<file path="config.mk">
export PLATFORM = sky130hd
export DESIGN_NAME = lenet_result_collector
export DESIGN_NICKNAME = d
export VERILOG_FILES = /design/src/rtl/lenet_result_collector.sv
export SDC_FILE = /design/constraint.sdc
export NUM_CORES = 1
export LEC_CHECK = 0
export CORE_ASPECT_RATIO = 1.25
export CORE_MARGIN = 2
export CORE_UTILIZATION = 56
export DETAILED_ROUTE_END_ITERATION = 6
export PLACE_DENSITY = 0.95
export SLEW_MARGIN = 20
export SYNTH_ARGS = -nofsm -noshare
export SYNTH_HDL_FRONTEND = slang
export SYNTH_SLANG_ARGS = --single-unit
</file>
<file path="constraint.sdc">
create_clock -name clock -period 5.4 [get_ports clock]
set_clock_uncertainty 0.2 [all_clocks]
set_input_delay 0.54 -clock clock [delete_from_list [all_inputs] [get_ports clock]]
set_output_delay 0.54 -clock clock [all_outputs]
set_load 0.03 [all_outputs]
</file>
<file path="src/rtl/lenet_result_collector.sv">
// Argmax collector for the lenet score stream; reports class and score per frame.
// Optional LENET_COLLECT_FRAME_CHECK_EN checks result_last against the count.
module lenet_result_collector #(
  parameter int DATA_WIDTH       = 16,
  parameter int NUM_CLASSES      = 10,
  parameter int CLASS_ADDR_WIDTH = 4
) (
  input  logic                        clock,
  input  logic                        reset,
  input  logic                        enable,
  input  logic                        result_valid,
  input  logic [DATA_WIDTH-1:0]       finalresult,
  input  logic                        result_last,
  output logic [CLASS_ADDR_WIDTH-1:0] class_index,
  output logic [DATA_WIDTH-1:0]       max_score,
  output logic                        done,
  output logic                        busy,
  output logic                        frame_error
);

  localparam int CAW = CLASS_ADDR_WIDTH;
  localparam logic [CAW-1:0] LAST_IDX = CAW'(NUM_CLASSES - 1);

  typedef enum logic [1:0] {
    S_IDLE,
    S_ACCUM,
    S_REPORT
  } state_e;

  state_e state_q, state_d;

  logic [DATA_WIDTH-1:0] max_q, max_d;
  logic [CAW-1:0]        idx_q, idx_d;
  logic [CAW-1:0]        cnt_q, cnt_d;
  logic [CAW-1:0]        cls_q, cls_d;
  logic [DATA_WIDTH-1:0] score_q, score_d;
  logic                  done_q, done_d;
  logic                  err_q, err_d;

  logic accept;
  logic terminal;
  logic early;
  logic miss;
  logic bigger;

  assign accept   = enable && result_valid;
  // cnt_q is zero in IDLE, so one compare serves both states
  assign terminal = (cnt_q == LAST_IDX);
  assign bigger   = $signed(finalresult) > $signed(max_q);

`ifdef LENET_COLLECT_FRAME_CHECK_EN
  assign early = result_last && !terminal;
  assign miss  = !result_last && terminal;
`else
  logic unused_last;
  assign unused_last = result_last;
  assign early = 1'b0;
  assign miss  = 1'b0;
`endif

  always_comb begin
    state_d = state_q;
    max_d   = max_q;
    idx_d   = idx_q;
    cnt_d   = cnt_q;
    cls_d   = cls_q;
    score_d = score_q;
    done_d  = 1'b0;
    err_d   = err_q;
    unique case (state_q)
      S_IDLE: begin
        if (accept) begin
          max_d   = finalresult;
          idx_d   = '0;
          cnt_d   = CAW'(1);
          state_d = (terminal || early) ? S_REPORT : S_ACCUM;
          if (early || miss) err_d = 1'b1;
        end
      end
      S_ACCUM: begin
        if (accept) begin
          if (bigger) begin
            max_d = finalresult;
            idx_d = cnt_q;
          end
          cnt_d = cnt_q + CAW'(1);
          if (terminal || early) state_d = S_REPORT;
          if (early || miss) err_d = 1'b1;
        end
      end
      S_REPORT: begin
        if (enable) begin
          cls_d   = idx_q;
          score_d = max_q;
          done_d  = 1'b1;
          cnt_d   = '0;
          state_d = S_IDLE;
        end
      end
      default: state_d = S_IDLE;
    endcase
  end

  always_ff @(posedge clock) begin
    if (reset) begin
      state_q <= S_IDLE;
      max_q   <= '0;
      idx_q   <= '0;
      cnt_q   <= '0;
      cls_q   <= '0;
      score_q <= '0;
      done_q  <= 1'b0;
      err_q   <= 1'b0;
    end else begin
      state_q <= state_d;
      max_q   <= max_d;
      idx_q   <= idx_d;
      cnt_q   <= cnt_d;
      cls_q   <= cls_d;
      score_q <= score_d;
      done_q  <= done_d;
      err_q   <= err_d;
    end
  end

  assign class_index = cls_q;
  assign max_score   = score_q;
  assign done        = done_q;
  assign busy        = (state_q == S_ACCUM);
  assign frame_error = err_q;

endmodule

</file>
==> results summary <==
The worst endpoint required time came out at 5420 ps. The capturing element type of the critical path is a flip-flop. IR analysis of the VDD net gives a maximum drop of about 140 uV. The quantity of I/O buffers inserted on ports came out at 41. The via count of the first global-routing pass was about 2000. The number of flops mapped to enable cells by yosys came out at 0. The site row count is 27. Setup repair after global routing left no endpoint under its margin. The end point of the worst hold path is class_index[0]. The clock edge transition at the registers on the reported setup and hold paths is 80 ps. The worst setup path is launched from an input port.

The top cell types in the final layout, fill and taps aside, are 50 x nand2_1, 47 x dfxtp_1, 40 x clkdlybuf4s50_1. The CTS tree is done. The path class of the tightest hold or removal check is reg2reg. In this run the critical register-to-register path is launched from max_q[15].

For this run, asynchronously set or reset flops after synthesis account for 0%. Summing the sequential cell areas from Yosys gives ~38% of the chip area. The post-route clock period utilization is a little under three fifths.

The number of nets in the finished design is about 370. The routed layout has just over 2000 vias. The logic depth of the worst register-to-register path came out at 8. The remaining global-route overflow came out at 0.

The setup TNS came out at 0 ps. The count of cells resized by post-cts repair is 0. The worst-case register-to-register setup slack is 2690 ps.

Across all hold checks on the routed design, the worst slack comes to 248 ps. The startpoint identified for the worst hold timing path is idx_q[0]. The number of distinct library cells after synthesis is 41. The area share of the largest cell type after synthesis came out at roughly 38%.

The global placer's final weighted congestion is 0.782. The maximum fanout count along the critical path came out at 20. The worst reg2reg path endpoint is max_q[7].

For this design the ratio of total power to cell area is 254 nW/um^2. The initial antenna violation count was 0. The number of hold violations in the final report came out at 0. For the pin with the worst max-slew slack, the measured transition is approximately 900 ps. The die is approximately 78 um tall. The leakage dissipation is between 0.001 and 0.0015 uW. The remaining design rule violation count is 0.

Counting the buffers created by CTS gives 5. The floorplan step set the die width to around 63 um. The insertion delay to the later sink of the worst-skew pair is 300 ps.

The number of buffers added to fix hold violations after cts is 0. 0 antenna diodes ended up in the layout. For this run, the top clock speed supported by timing is about 0.33 GHz. The count of H-tree levels built during CTS came out at 2. The number of clock sinks is 47. The relative slew slack is about 40%. STA puts the critical path data arrival time at approximately 3000 ps.

In this run the deepest clock path goes through 2 buffers. In this run the clock root is driven by a clkbuf_8. The number of detailed-route iterations in the first pass came out at 4. The wire length per cell after detailed routing came out at between 10 and 15 um. After detailed routing, the number of vias per cell comes to 5.34. The final critical delay including setup and external delays is between 2000 and 3000 ps. The worst hold path cell count came out at 2. Relative to the synthesized area, the layout overhead comes to 20.2%. The total count of max-transition violations in the final report was 0. The count of max-cap constraint violations is 0. The total routing usage reported by global routing is 21.9%.

The number of synthesized register bits came out at between 40 and 50. Of the cells placed in the final design, the portion with a size suffix greater than 1 is about 4%. The number of cells produced by synthesis came out at just under 300. The synthesis warning total is 0.

The flow ran to the end, and the final reports show no timing, DRC or antenna violations. The die area came out at 4970 sq um. For this design the top-level I/O count stands at 44.

The final count of negative-setup-slack endpoints is 0. The number of fill cells is ~360. The biggest area contributor in the post-synthesis netlist is dfxtp_1. The standard cell core area came out at 4320 sq um.

Ranked by total cell area, the synthesized netlist is headed by dfxtp_1 38%, ha_1 11%, nand2b_1 9.1%. The number of DRC markers in iteration 0 came out at 129. For this configuration, the core starts out at a cell density of about 57%. The worst setup path is of the in2reg kind.

The most used flip-flop cell after synthesis is dfxtp_1. The global-route wire length before repair came out at around 8.7 mm. The netlist area before placement is 2480 sq um.

The most common library cell in the layout ignoring fill and taps is nand2_1. The number of buffers inserted by post-CTS setup repair came out at 0. For this block, the routed nets add up to 5.04 mm of wire. The largest net degree at the start of global routing came out at between 60 and 70. The post-synthesis net count came out at 334. The number of nets with antenna violations after routing is 0. The mean cell area of the mapped netlist came out at between 8 and 9 sq um. The detailed-placement wirelength estimate came out at 3.52 mm.
## cells by family (layout without fill, tap and decap cells)
logic type	Yosys count	count (layout)	share of synthesized area, %
simple gates	116	116	24.4
mux	17	17	7.07
other cells	1	1	0.151
compound gates	52	52	13.0
buf+inv	38	71	6.72
flops	47	47	38.0
fa+ha+maj	21	21	10.6
## critical path: stages
cell and delay, ps:
clkdlybuf4s50_1 440, ha_1 400, nand4_2 200, nor4_4 380, a31oi_1 190, a21oi_1 210
mux2_4 400, mux2i_1 260
## Yosys cell counts (3+ instances only)
cell	instances
nor2b_1	5
a2bb2o_1	4
mux2i_1	16
dfxtp_1	47
nor2_1	9
ha_1	21
nand2_1	50
a21oi_1	32
nand2b_1	36
nand3_1	3
inv_1	23
clkbuf_1	10
## flip-flops by register name, summed over array words and instances, names as in the netlist
signal       flops
max_q           16
max_score       16
class_index      4
cnt_q            4
idx_q            4
state_q          2
done             1
## area by class of cell
class	count	area, sq um	area share, %
Sequential cell	47	941	31.6
Clock inverter	1	30.0	1.01
Multi-Input combinational cell	207	1370	46.0
Clock buffer	6	72.6	2.44
Timing Repair Buffer	41	405	13.6
Tap cell	58	72.6	2.44
Inverter	23	86.3	2.90
## metal layers
metal	track usage (%)	vias to the layer above	wire [um]
met2	41.3	58	2710
met3	4.58	8	245
li1	-	1031	-
met1	23.8	949	2000
met5	0	-	0
met4	8.26	0	89
## through the flow
step / power (uW) / cell area, sq um / std cells / util [%] / setup slack [ps]
2_1_floorplan: 481 / 2480 / 292 / - / 2810
3_3_place_gp: 506 / 2870 / 376 / 66.5 / 2190
3_5_place_dp: 513 / 2870 / 376 / 66.5 / 2160
4_1_cts: 763 / 2980 / 383 / 68.8 / 2420
5_1_grt: 792 / 2980 / 383 / 68.8 / 2280
6_report: 757 / 2980 / 383 / 68.8 / 2410
## power breakdown
group,switching [uW],internal [uW]
combinational,72.1,63.2
sequential,12.1,361
clock,113,136
## how the worst max path moves through the flow
stage	from	endpoint	slack, ps	cells past startpoint
CTS	finalresult[15]	max_q[1]	2420	8
finish	finalresult[15]	max_q[7]	2410	8
global placement	finalresult[15]	idx_q[1]	2190	8
detailed placement	finalresult[15]	idx_q[3]	2160	8
floorplan	finalresult[15]	idx_q[0]	2810	8
global route	finalresult[15]	max_q[1]	2280	8
Note: power is estimated with default switching activity, not from simulation.
